## config.mk

```make
export PLATFORM = sky130hd
export DESIGN_NAME = iiitb_elc_req_sched
export DESIGN_NICKNAME = d
export VERILOG_FILES = /design/src/rtl/iiitb_elc_pkg.sv /design/src/rtl/iiitb_elc_floor_pick.sv /design/src/rtl/iiitb_elc_req_sched.sv
export SDC_FILE = /design/constraint.sdc
export NUM_CORES = 1
export LEC_CHECK = 0
export ABC_AREA = 1
export CORE_MARGIN = 2
export CORE_UTILIZATION = 54
export DETAILED_ROUTE_END_ITERATION = 7
export PLACE_DENSITY = 0.8
export SETUP_SLACK_MARGIN = 0.02
export SYNTH_ARGS = -nofsm -noshare
export SYNTH_HDL_FRONTEND = slang
export SYNTH_SLANG_ARGS = --single-unit
```

## constraint.sdc

```tcl
create_clock -name clk -period 2.2 [get_ports clk]
set_input_delay 0.44 -clock clk [delete_from_list [all_inputs] [get_ports clk]]
set_output_delay 0.44 -clock clk [all_outputs]
set_load 0.02 [all_outputs]
```

## src/rtl/iiitb_elc_pkg.sv

```systemverilog
// iiitb_elc_pkg
// Shared definitions for the elevator request scheduler:
//   NUM_FLOORS    - number of floors (one bit per floor in every floor vector)
//   IDX_W         - width of an encoded floor index
//   sched_state_t - scheduler FSM states
//   onehot_to_idx - one-hot floor vector to encoded index
//   is_onehot     - true when exactly one bit of a floor vector is set
package iiitb_elc_pkg;

    localparam int NUM_FLOORS = 8;
    localparam int IDX_W      = 3;

    typedef enum logic [2:0] {
        ST_IDLE,
        ST_SELECT,
        ST_SERVE,
        ST_DWELL,
        ST_HOLD
    } sched_state_t;

    // OR-based encoder; only meaningful when the input is one-hot.
    function automatic logic [IDX_W-1:0] onehot_to_idx(input logic [NUM_FLOORS-1:0] oh);
        logic [IDX_W-1:0] idx;
        idx = '0;
        for (int i = 0; i < NUM_FLOORS; i++) begin
            if (oh[i]) begin
                idx = idx | IDX_W'(i);
            end
        end
        return idx;
    endfunction

    function automatic logic is_onehot(input logic [NUM_FLOORS-1:0] v);
        return (v != '0) && ((v & (v - NUM_FLOORS'(1))) == '0);
    endfunction

endpackage

```

## src/rtl/iiitb_elc_floor_pick.sv

```systemverilog
// iiitb_elc_floor_pick
// Combinational search of the outstanding call vector around the current floor.
// Ports:
//   pending     in  - outstanding call bits, bit i = floor i
//   cur_idx     in  - encoded index of the current floor
//   dir_up      in  - travel direction, 1 = upward
//   above       out - one-hot nearest pending floor strictly above cur_idx
//   above_found out - above is non-zero
//   below       out - one-hot nearest pending floor strictly below cur_idx
//   below_found out - below is non-zero
//   ahead_found out - a pending floor exists in the dir_up direction
module iiitb_elc_floor_pick
    import iiitb_elc_pkg::*;
(
    input  logic [NUM_FLOORS-1:0] pending,
    input  logic [IDX_W-1:0]      cur_idx,
    input  logic                  dir_up,
    output logic [NUM_FLOORS-1:0] above,
    output logic                  above_found,
    output logic [NUM_FLOORS-1:0] below,
    output logic                  below_found,
    output logic                  ahead_found
);

    // The last hit of each loop wins, so scanning from the far end toward
    // the current floor leaves the nearest candidate. Floors 0 and 7 are hard
    // limits: nothing wraps around.
    always_comb begin
        above = '0;
        below = '0;
        for (int i = NUM_FLOORS - 1; i >= 0; i--) begin
            if (pending[i] && (i > int'(cur_idx))) begin
                above    = '0;
                above[i] = 1'b1;
            end
        end
        for (int i = 0; i < NUM_FLOORS; i++) begin
            if (pending[i] && (i < int'(cur_idx))) begin
                below    = '0;
                below[i] = 1'b1;
            end
        end
    end

    assign above_found = |above;
    assign below_found = |below;
    assign ahead_found = dir_up ? above_found : below_found;

endmodule

```

## src/rtl/iiitb_elc_req_sched.sv

```systemverilog
// iiitb_elc_req_sched
// Collects floor calls and hands one target floor at a time to the elevator
// controller, sweeping in one direction before reversing (SCAN order).
// Ports:
//   clk, reset     in  - clock, synchronous active-high reset
//   call_btn       in  - button presses, bit i = floor i
//   cur_floor      in  - one-hot current floor from the controller
//   complete       in  - controller arrival indication
//   door_alert     in  - door-timeout alarm
//   weight_alert   in  - overweight alarm
//   request_floor  out - one-hot target floor, 0 = no target
//   req_valid      out - request_floor holds a live target
//   pending        out - outstanding call register
//   sweep_up       out - scheduler travel direction, 1 = upward
//   floor_err      out - cur_floor is not one-hot
module iiitb_elc_req_sched
    import iiitb_elc_pkg::*;
#(
    parameter int DWELL_CYCLES = 8
) (
    input  logic                  clk,
    input  logic                  reset,
    input  logic [NUM_FLOORS-1:0] call_btn,
    input  logic [NUM_FLOORS-1:0] cur_floor,
    input  logic                  complete,
    input  logic                  door_alert,
    input  logic                  weight_alert,
    output logic [NUM_FLOORS-1:0] request_floor,
    output logic                  req_valid,
    output logic [NUM_FLOORS-1:0] pending,
    output logic                  sweep_up,
    output logic                  floor_err
);

    localparam logic [7:0] DWELL_LAST = 8'(DWELL_CYCLES - 1);

    sched_state_t          state, state_n, hold_ret, hold_ret_n;
    logic [NUM_FLOORS-1:0] request_floor_n, pending_n, clear_mask;
    logic                  req_valid_n, sweep_up_n;
    logic [7:0]            dwell_cnt, dwell_cnt_n;

    logic [NUM_FLOORS-1:0] above, below, pick;
    logic                  above_found, below_found, ahead_found;
    logic                  alert, arrive;

    assign floor_err = !is_onehot(cur_floor);
    assign alert     = door_alert | weight_alert;
    assign arrive    = complete && (cur_floor == request_floor);

    iiitb_elc_floor_pick u_pick (
        .pending     (pending),
        .cur_idx     (onehot_to_idx(cur_floor)),
        .dir_up      (sweep_up),
        .above       (above),
        .above_found (above_found),
        .below       (below),
        .below_found (below_found),
        .ahead_found (ahead_found)
    );

    // Prefer the nearest call ahead; otherwise take the nearest one behind,
    // which reverses the sweep.
    always_comb begin
        if (ahead_found) begin
            pick = sweep_up ? above : below;
        end else begin
            pick = sweep_up ? below : above;
        end
    end

    // Next-state and next-output logic. Everything holds by default; HOLD
    // relies on that to freeze the target and dwell count.
    always_comb begin
        state_n         = state;
        hold_ret_n      = hold_ret;
        request_floor_n = request_floor;
        req_valid_n     = req_valid;
        sweep_up_n      = sweep_up;
        dwell_cnt_n     = dwell_cnt;
        clear_mask      = '0;

        case (state)
            ST_IDLE: begin
                clear_mask = cur_floor;
                if ((pending != '0) && !floor_err) begin
                    state_n = ST_SELECT;
                end
            end
            // With a corrupt floor reading the search index is meaningless,
            // so SELECT simply waits for a clean reading.
            ST_SELECT: begin
                if (!floor_err) begin
                    if (above_found || below_found) begin
                        request_floor_n = pick;
                        req_valid_n     = 1'b1;
                        sweep_up_n      = ahead_found ? sweep_up : !sweep_up;
                        state_n         = ST_SERVE;
                    end else begin
                        request_floor_n = '0;
                        req_valid_n     = 1'b0;
                        state_n         = ST_IDLE;
                    end
                end
            end
            ST_SERVE: begin
                if (floor_err) begin
                    state_n = ST_SERVE;
                end else if (alert) begin
                    hold_ret_n = ST_SERVE;
                    state_n    = ST_HOLD;
                end else if (arrive) begin
                    clear_mask      = request_floor;
                    request_floor_n = '0;
                    req_valid_n     = 1'b0;
                    dwell_cnt_n     = '0;
                    state_n         = ST_DWELL;
                end
            end
            ST_DWELL: begin
                clear_mask = cur_floor;
                if (alert) begin
                    hold_ret_n = ST_DWELL;
                    state_n    = ST_HOLD;
                end else if (dwell_cnt == DWELL_LAST) begin
                    dwell_cnt_n = '0;
                    state_n     = (pending != '0) ? ST_SELECT : ST_IDLE;
                end else begin
                    dwell_cnt_n = dwell_cnt + 8'd1;
                end
            end
            ST_HOLD: begin
                if (!alert) begin
                    state_n = hold_ret;
                end
            end
            default: begin
                state_n = ST_IDLE;
            end
        endcase

        // Clearing is applied last so it wins over a press on the same floor.
        pending_n = (pending | call_btn) & ~clear_mask;
    end

    // Single state register for the whole block; reset also drops presses.
    always_ff @(posedge clk) begin
        if (reset) begin
            state         <= ST_IDLE;
            hold_ret      <= ST_IDLE;
            pending       <= '0;
            request_floor <= '0;
            req_valid     <= 1'b0;
            sweep_up      <= 1'b1;
            dwell_cnt     <= '0;
        end else begin
            state         <= state_n;
            hold_ret      <= hold_ret_n;
            pending       <= pending_n;
            request_floor <= request_floor_n;
            req_valid     <= req_valid_n;
            sweep_up      <= sweep_up_n;
            dwell_cnt     <= dwell_cnt_n;
        end
    end

endmodule

```

==> impl_metrics.csv, run 1 <==
group,metric,value,unit
floorplanning,io_pins,40,
setup_path,critical_path.slowest_cell,"a21oi_4",
floorplanning,core_area,4290,um^2
sta,tightest_slew,0.445,ns
cells_and_area,ff_latch_area,621,um^2
cells_and_area,syn2layout_area_growth,44.8,%
run_status,outcome,"finished clean",
synth,netlist_instances,378,
global_routing,grt_first_pass_wirelength,12800,um
synth,synth_nets,400,
setup_path,worstPathArrival,2.33,ns
floorplanning,die_y,70.2,um
power,vdd_drop_max,0.632,mV
cells_and_area,multi_input_area,1630,um^2
routing,drt-initial-drc-count,216,
setup_path,max_stage_delay,0.31,ns
synth,synth_commonest_cells,"87 x nand2_1, 45 x inv_1, 45 x nor2_1",
synth,async_reset_ff_share,0,%
floorplanning,num_rows,24,
sta,report.final.slew_viol_count,0,
cells_and_area,final_area,3430,um^2
global_routing,antenna_found_initial,0,
setup_path,cp_max_fo,8,
synth,synth-edff-count,0,
clock_tree,cts_buffers,5,
sta,tns,0,ns
clock_tree,path_clk_slew,0.07,ns
min_path,min_from,"hold_ret[1]",
synth,ys_warn_count,0,
routing,drcViolationCount,0,
sta,finalCritPeriodShare,95.9,%
clock_tree,ctsHoldBuffers,0,
synth,ys_types,41,
min_path,hold_class,"flop to flop",
synth,yosys.area.top_type_share,26.2,%
global_routing,grtUsageTotal,32.5,%
clock_tree,clk_latency,0.28,ns
setup_path,end_kind,"flop",
sta,fmax,474,MHz
setup_path,critPathKind,"primary input to flop",
global_routing,grt_max_degree,16,
clock_tree,cts_root_buf,"clkbuf_8",
sta,rsz0062_at_grt,"true",
sta,fin_crit,2.11,ns
synth,synth_ff_type,"dfxtp_1",
floorplanning,start_util,55.2,%
cells_and_area,n_antenna_cell,0,
setup_path,start_kind,"primary input",
placed_design,place_congestion,0.972,
synth,yosys-top-cells-area,"dfxtp_1 26%, nand2_1 14%, nand3_1 7.8%, inv_1 7.1%, nor2_1 7.1%",
clock_tree,clockBufferDepth,2,
power,leakage,1.55,nW
clock_tree,cts.sinks,31,
cells_and_area,fin_nets,501,
placed_design,portBuffers,39,
routing,vias_per_cell,5.57,
synth,yosys_register_bits,31,
setup_path,r2r_start,"request_floor[3]",
power,pwr_density_cell,536,nW/um^2
routing,drt-pass1-iter-count,5,
run,cap_violations,0,
sta,max_slew_margin,70.1,%
synth,yosysMostFrequentCell,"nand2_1",
clock_tree,cts_tree,"built",
setup_path,crit_top_cell,"nand2_2",
global_routing,overflow,0,
routing,routed_wl,8040,um
floorplanning,dieWidth,70.2,um
placed_design,place_hpwl,6130,um
sta,setup_violations,0,
floorplanning,die_area,4930,um^2
cells_and_area,fillCellCount,319,
sta,clock_skew,0.00464,ns
synth,synth_area,2370,um^2
clock_tree,cts_max_level,2,
cells_and_area,drive_gt1_share,27.3,%
setup_path,startpoint,"cur_floor[3]",
routing,via_count,2960,
setup_path,path_cells,"dlygate4sd2_1, nor2_4, nand2_4, buf_12, o21ai_4, nand2_2, inv_2, nand2_2, nand3_1, nor2_2, a21oi_4, nand3_2, a21oi_2",
routing,ant_nets,0,
synth,ys_seq_area_share,26.2,%
placed_design,placed_area,3220,um^2
setup_path,required,2.42,ns
sta,hold_viol,0,
global_routing,grt_pass1_vias,2792,
routing,avgRoutedWirePerCell,15.1,um
synth,synth_largest_area_cell,"dfxtp_1",
synth,avgSynthCellArea,6.27,um^2
cells in the final DEF, fill, tap and decap left out, types with 2 or more instances in the layout:
master,Yosys,final
nor3_1,8,8
xor2_1,4,4
nand2_2,3,8
nand2_1,87,81
o211ai_1,2,2
o21ai_2,2,2
clkdlybuf4s50_1,0,30
dfxtp_1,31,31
nor2_1,45,39
a31oi_1,9,9
nand3_2,5,12
nor3b_1,2,2
inv_2,3,5
xnor2_1,2,2
o21ai_0,22,18
inv_1,45,43
nand2_4,2,3
o221ai_1,7,7
buf_4,1,59
clkbuf_8,0,6
nor2_2,9,14
nor2_4,4,5
nand3_1,37,30
a21oi_1,17,14
a21oi_2,0,3
clkbuf_2,0,3
o21ai_1,4,7
nand4_1,8,8
dlygate4sd2_1,0,4
where the power goes:
part | switching [mW] | internal, mW | leakage (nW)
sequential | 0.0447 | 0.594 | 0.251
combinational | 0.429 | 0.314 | 1.25
clock | 0.210 | 0.245 | 0.0470
total | 0.683 | 1.15 | 1.55
critical path, delay by kind of cell:
kind / cells / cell delay [ns]
and+or+nand+nor: 7 / 0.75
AOI/OAI and AO/OA: 3 / 0.64
buffers and inverters: 3 / 0.50
cell families after synthesis:
logic type	after synthesis	share of synthesized area, %
xor gates and xnor gates	6	2.22
adders and majority gates	1	0.528
and+or+nand+nor	215	43.7
buffers and inverters	55	9.19
DFF	31	26.2
AOI/OAI and AO/OA	70	18.2
area by class of cell:
cell class / count / area share, %
Multi-Input combinational cell: 292 / 47.6
Timing Repair Buffer: 100 / 24.5
Sequential cell: 31 / 18.1
Inverter: 49 / 5.36
Clock buffer: 6 / 2.41
Tap cell: 52 / 1.90
Clock inverter: 1 / 0.146
registers in the layout, indices dropped and copies added, names as in the netlist:
name,flops
dwell_cnt,8
hold_ret,2
request_floor,8
state,3
pending,8
sweep_up,1
req_valid,1
per-layer routing:
| metal | up-vias | wire length (um) | part of all wire [%] | global-route usage, % |
|---|---|---|---|---|
| met2 | 114 | 3760 | 47 | 54.0 |
| met4 | 0 | 214 | 2.7 | 11.3 |
| met3 | 19 | 637 | 7.9 | 5.63 |
| met5 | - | 0 | 0 | 0 |
| li1 | 1468 | - | - | - |
| met1 | 1359 | 3430 | 43 | 42.4 |
final timing paths:
kind                                    endpoint  slack, ns  cells after the start
worst max-delay path            request_floor[7]       0.09                     13
worst min-delay path                 hold_ret[1]       0.46                      2
worst max register to register      dwell_cnt[6]       0.34                      9
worst min register to register       hold_ret[1]       0.46                      2
repair_timing:
action / in CTS / in global routing
resized for setup: 32 / 22
endpoints found under the hold margin: 0 / 0
setup endpoints to repair: 28 / 12
pin swaps: 15 / 10
buffers inserted: 5 / 1
stage by stage:
step | total power [mW] | util [%] | setup slack [ns] | cells | hold WS (ns)
after global placement | 1.31 | 74.9 | -0.523 | 518 | 0.439
after detailed placement | 1.32 | 74.9 | -0.511 | 518 | 0.450
final | 1.84 | 79.9 | 0.0900 | 531 | 0.463
after floorplan | 1.01 | - | 0.337 | 378 | 0.430
after CTS | 1.78 | 78.8 | 0.0514 | 530 | 0.461
after global routing | 1.94 | 79.9 | -0.0230 | 531 | 0.491
(Power assumes the default switching activity.)
==> run 2: changes to the inputs <==
PLACE_DENSITY = 0.9   (was 0.8)
==> run 2 against run 1 <==
Global-route usage is 1.5 points higher; fmax is 1.3% higher; critical path depth is 1 higher; critical endpoint is now request_floor[1].
==> impl_metrics.csv, run 2 (same netlist as run 1, synthesis figures left out) <==
group,metric,value,unit
setup_path,path_buf_inv,3,
cells_and_area,post-route-util,80.2,%
routing,drt-initial-drc-count,391,
run,cap_violations,0,
global_routing,gr-usage-met1,42.4,%
floorplanning,die_y,70.2,um
placed_design,place_congestion,0.965,
sta,setup_violations,0,
setup_path,required,2.43,ns
power,p_seq_share,32.7,%
global_routing,grt_util_met2,56.9,%
sta,fmax,480,MHz
min_path,min_from,"hold_ret[1]",
global_routing,grt_pass1_vias,2983,
setup_path,critPathKind,"primary input to flop",
power,vdd_drop_max,0.550,mV
min_path,hold_class,"flop to flop",
sta,tns,0,ns
routing,drcViolationCount,0,
clock_tree,cts_buffers,5,
setup_path,cpLargestDelayFamily,"simple AND/OR/NAND/NOR gates",
cells_and_area,final_common_cell,"nand2_1",
clock_tree,path_clk_slew,0.07,ns
cells_and_area,drive_gt1_share,27.3,%
setup_path,path_cells,"clkdlybuf4s15_1, nor2_4, buf_4, nand2_4, nand2_1, nand2_1, inv_2, nor2_1, nand3_1, nor2_2, nor2_2, a21oi_4, nand3_2, a21oi_2",
routing,routed_wl,8350,um
floorplanning,start_util,55.2,%
global_routing,overflow,0,
cells_and_area,n_antenna_cell,0,
routing,vias_per_cell,5.92,
routing,ant_nets,0,
run_status,outcome,"finished clean",
clock_tree,clockBufferDepth,2,
sta,report.final.slew_viol_count,0,
routing,via_count,3147,
sta,tightest_slew,0.397,ns
power,internal_power,1.26,mW
power,total_power,1.96,mW
clock_tree,cts_max_level,2,
power,power_switching,0.701,mW
setup_path,cp_max_fo,8,
placed_design,place_hpwl,6110,um
setup_path,r2r_start,"state[2]",
cells_and_area,top_regs,"dwell_cnt: 8 flops, pending: 8 flops, request_floor: 8 flops",
cells_and_area,syn2layout_area_growth,45.4,%
power,pwr-share-clk,30.7,%
sta,fin_crit,2.08,ns
setup_path,startpoint,"cur_floor[6]",
setup_path,max_stage_delay,0.30,ns
sta,clock_skew,0.00275,ns
sta,rsz0062_at_grt,"true",
setup_path,end_kind,"flop",
cells_and_area,final_cell_mix,"80 x nand2_1, 61 x buf_4, 42 x inv_1, 40 x nor2_1",
power,leakage,1.55,nW
global_routing,grt_max_degree,16,
routing,avgRoutedWirePerCell,15.7,um
floorplanning,num_rows,24,
floorplanning,io_pins,40,
sta,finalCritPeriodShare,94.7,%
cells_and_area,fin_nets,501,
cells_and_area,fillCellCount,305,
cells_and_area,final_area,3440,um^2
global_routing,grt_busiest_layer,"met2",
sta,hold_slack,0.458,ns
setup_path,start_kind,"primary input",
power,pwr_density_cell,568,nW/um^2
sta,max_slew_margin,73.2,%
floorplanning,dieWidth,70.2,um
power,comb_power_share,36.6,%
routing,drt-pass1-iter-count,6,
sta,hold_viol,0,
clock_tree,cts.sinks,31,
clock_tree,ctsHoldBuffers,0,
clock_tree,cts_root_buf,"clkbuf_8",
floorplanning,die_area,4930,um^2
placed_design,placed_area,3210,um^2
setup_path,critical_path.slowest_cell,"a21oi_4",
power,switching_share,35.8,%
setup_path,worstPathArrival,2.31,ns
global_routing,grtUsageTotal,34.0,%
global_routing,grt_first_pass_wirelength,13500,um
floorplanning,core_area,4290,um^2
placed_design,portBuffers,39,
clock_tree,clk_latency,0.29,ns
global_routing,antenna_found_initial,0,
global_routing,global_route.usage.met3,6.06,%
clock_tree,cts_tree,"built",
## run 2: final timing paths
path / end / cells after the start / slack, ns
min: hold_ret[1] / 2 / 0.46
max: request_floor[1] / 14 / 0.12
min reg2reg: hold_ret[1] / 2 / 0.46
max reg2reg: pending[6] / 8 / 0.34
## run 2: power by group through the flow
| stage | clock network [mW] | registers, mW | logic (mW) |
|---|---|---|---|
| final | 0.601 | 0.641 | 0.717 |
| after global placement | 0 | 0.649 | 0.646 |
| after detailed placement | 0 | 0.648 | 0.660 |
| after global routing | 0.617 | 0.642 | 0.779 |
| after floorplan | 0 | 0.659 | 0.355 |
| after CTS | 0.596 | 0.636 | 0.692 |
## run 2: tightest hold or removal path, cell delays in order, from the launching register on
cell and delay (ns):
dfxtp_1 0.31, inv_1 0.05, a21oi_1 0.05
## run 2: final cells by class
type                    instances  area [um^2]  share of cell area (%)
clock buffers                   6         82.6                    2.40
clock inverters                 2         35.0                    1.02
inverters                      49          186                    5.41
multi-input cells             292         1630                    47.4
flip-flops and latches         31          621                    18.0
well taps                      52         65.1                    1.89
repair buffers                100          821                    23.8
## run 2: per-stage QoR
stage / std cells / setup slack [ns]
final: 532 / 0.116
after global routing: 532 / -0.000824
after CTS: 531 / 0.0363
after detailed placement: 519 / -0.543
after global placement: 519 / -0.527
after floorplan: 378 / 0.337
## run 2: metal layers
metal	wire length [um]	share of wire, %
met5	0	0
met4	377	4.5
met3	669	8.0
met2	3790	45
met1	3510	42
## run 2: timing repair
action | 4_1_cts | 5_1_grt
setup buffers | 4 | 1
resized for setup | 39 | 17
setup endpoints to repair | 28 | 18
pin swaps | 13 | 9
==> run 3: changes to the inputs <==
CAP_MARGIN = 5   (was unset)
CORE_UTILIZATION = 53   (was 54)
PLACE_DENSITY = 0.89   (was 0.9)
RECOVER_POWER = 50   (was unset)
SYNTH_HIERARCHICAL = 1   (was unset)
==> run 3 against run 2 <==
Non-clock buffer count decreased by 2; global-route usage increased by 0.53 points; first-iteration DRC count increased by 76%; sequential power increased by 14%; register-to-register slack got worse by 0.60 ns; fmax decreased by 20%; the run now ends with negative setup slack left; core utilization increased by 7.1 points; die area decreased by 1.8%; critical path type unchanged; routed wire length increased by 36%; power increased by 27%; area after synthesis decreased by 3.8%.
==> impl_metrics.csv, run 3 <==
group,metric,value,unit
synth,synth_ff_type,"dfxtp_1",
sta,fin_ws,-0.389,ns
clock_tree,clk_latency,0.30,ns
min_path,hold_class,"primary input to flop",
sta,rsz0062_at_grt,"true",
clock_tree,cts_root_buf,"clkbuf_8",
synth,synth-edff-count,0,
routing,drt-pass1-iter-count,7,
cells_and_area,layout.cells.non_filler,515,
synth,synth_commonest_cells,"101 x nand2_1, 51 x nor2_1, 44 x inv_1",
routing,ant_nets,0,
cells_and_area,n_antenna_cell,0,
clock_tree,path_clk_slew,0.07,ns
min_path,min_to,"pending[6]",
routing,vias_per_cell,6.53,
floorplanning,io_pins,40,
cells_and_area,fin_nets,486,
setup_path,start_kind,"primary input",
synth,ys_warn_count,6,
sta,fin_crit,2.59,ns
setup_path,cp_max_fo,9,
sta,hold_slack,0.450,ns
setup_path,r2r_start,"pending[5]",
synth,netlist_instances,364,
placed_design,dp_slack,-0.882,ns
global_routing,grtUsageTotal,34.5,%
global_routing,overflow,0,
setup_path,reg2regPathDepth,12,
sta,report.final.slew_viol_count,0,
routing,via_count,3363,
synth,avgSynthCellArea,6.26,um^2
power,power_switching,1.14,mW
synth,async_reset_ff_share,0,%
placed_design,placed_cells,485,
floorplanning,core_area,4060,um^2
setup_path,critPathKind,"primary input to flop",
setup_path,required,2.40,ns
synth,yosysMostFrequentCell,"nand2_1",
power,total_power,2.49,mW
placed_design,placed_area,3090,um^2
sta,tns,-1.61,ns
floorplanning,dieWidth,69.6,um
synth,synth_area,2280,um^2
min_path,min_from,"cur_floor[6]",
power,leakage,1.59,nW
sta,tightest_slew,0.837,ns
clock_tree,cts_buffers,5,
floorplanning,die_area,4840,um^2
sta,fmax,386,MHz
power,pwr-share-clk,18.6,%
clock_tree,cts.sinks,31,
placed_design,portBuffers,39,
power,vdd_drop_max,0.487,mV
setup_path,r2r_setup_slack,-0.26,ns
sta,max_slew_margin,43.8,%
min_path,whs_path_depth,3,
sta,setup_violations,13,
setup_path,r2r-end,"request_floor[3]",
clock_tree,clockBufferDepth,2,
sta,finalCritPeriodShare,118,%
power,pwr_density_cell,702,nW/um^2
global_routing,grt_max_degree,19,
power,p_seq_share,29.5,%
placed_design,place_congestion,0.969,
power,comb_power_share,51.9,%
sta,hold_viol,0,
placed_design,place_hpwl,5350,um
sta,clock_skew,0.00482,ns
clock_tree,cts_tree,"built",
synth,ys_types,33,
run,cap_violations,0,
cells_and_area,syn2layout_area_growth,55.5,%
setup_path,worstPathArrival,2.79,ns
cells_and_area,post-route-util,87.4,%
setup_path,end_kind,"flop",
routing,drt-initial-drc-count,690,
global_routing,antenna_found_initial,0,
power,internal_power,1.35,mW
synth,ys_seq_area_share,27.2,%
routing,avgRoutedWirePerCell,22.1,um
power,switching_share,45.8,%
floorplanning,start_util,56.2,%
floorplanning,die_y,69.6,um
run_status,violations,"negative setup slack",
cells_and_area,final_area,3540,um^2
cells_and_area,final_cell_mix,"84 x nand2_1, 55 x buf_4, 46 x nor2_1, 40 x inv_1, 31 x dfxtp_1",
cells_and_area,drive_gt1_share,30.8,%
floorplanning,num_rows,23,
run_status,outcome,"finished with violations",
clock_tree,cts_max_level,2,
routing,drcViolationCount,0,
synth,synth_largest_area_cell,"dfxtp_1",
cells_and_area,top_regs,"dwell_cnt: 8 flops, pending: 8 flops, request_floor: 8 flops",
cells_and_area,final_common_cell,"nand2_1",
routing,routed_wl,11400,um
synth,yosys.area.top_type_share,27.2,%
global_routing,grt_pass1_vias,2830,
synth,yosys-top-cells-area,"dfxtp_1 27%, nand2_1 17%, nor2_1 8.4%, inv_1 7.2%, a21oi_1 5.7%",
global_routing,grt_first_pass_wirelength,13200,um
synth,yosys_register_bits,31,
[run 3: metal layers]
metal	vias to the layer above	GRT usage [%]	part of all wire (%)
met3	140	8.58	13
met2	343	59.3	44
met1	1500	41.0	33
li1	1380	-	-
met4	0	13.9	10
met5	-	0	0
[run 3: cell families (layout without fill, tap and decap cells)]
| kind of cell | after synthesis | after routing | share of synthesized area, % |
|---|---|---|---|
| flip-flops | 31 | 31 | 27.2 |
| adder cells (fa/ha/maj) | 1 | 1 | 0.549 |
| XOR/XNOR | 6 | 6 | 2.31 |
| multiplexers | 8 | 8 | 3.95 |
| other | 1 | 2 | 0.164 |
| buffers and inverters | 54 | 153 | 9.66 |
| AND/OR/NAND/NOR | 212 | 213 | 43.9 |
| AO/OA/AOI/OAI | 51 | 51 | 12.2 |
[run 3: critical path, stage by stage]
cell and delay, ns:
buf_4 0.12, clkinvlp_4 0.13, buf_4 0.15, nand3_4 0.13, buf_6 0.15, o21ai_4 0.21, nand3_2 0.14, nand3_2 0.11
buf_6 0.11, nor2_4 0.03, buf_4 0.13, nor3_4 0.39, nand2_1 0.23, a21oi_1 0.30
[run 3: what timing repair did]
item	CTS	global route
gates resized for setup	54	42
cloned	1	0
pin swaps	13	23
setup buffers	10	11
setup endpoints to repair	30	13
hold buffers	0	0
[run 3: area by class of cell]
| cell class | count | area (um^2) |
|---|---|---|
| Tap cell | 50 | 62.6 |
| Sequential cell | 31 | 621 |
| Inverter | 47 | 186 |
| Clock inverter | 1 | 5.00 |
| Fill cell | 201 | 513 |
| Clock buffer | 7 | 76.3 |
| Multi-Input combinational cell | 281 | 1720 |
| Timing Repair Buffer | 98 | 875 |
[run 3: power by group through the flow]
stage	registers (mW)	logic, mW	clock network, mW
global route	0.734	1.35	0.491
finish	0.733	1.29	0.463
global placement	0.713	0.937	0
CTS	0.707	1.04	0.442
floorplan	0.719	0.604	0
detailed placement	0.716	0.965	0
[run 3: how the worst max path moves through the flow]
stage | slack, ns | endpoint | cells past startpoint | start
6_report | -0.39 | request_floor[3] | 14 | cur_floor[6]
3_5_place_dp | -0.88 | state[1] | 18 | cur_floor[7]
4_1_cts | 0.01 | floor_err | 8 | cur_floor[0]
2_1_floorplan | -0.07 | request_floor[0] | 15 | cur_floor[6]
5_1_grt | -0.39 | request_floor[3] | 14 | cur_floor[4]
3_3_place_gp | -0.76 | request_floor[6] | 16 | cur_floor[5]
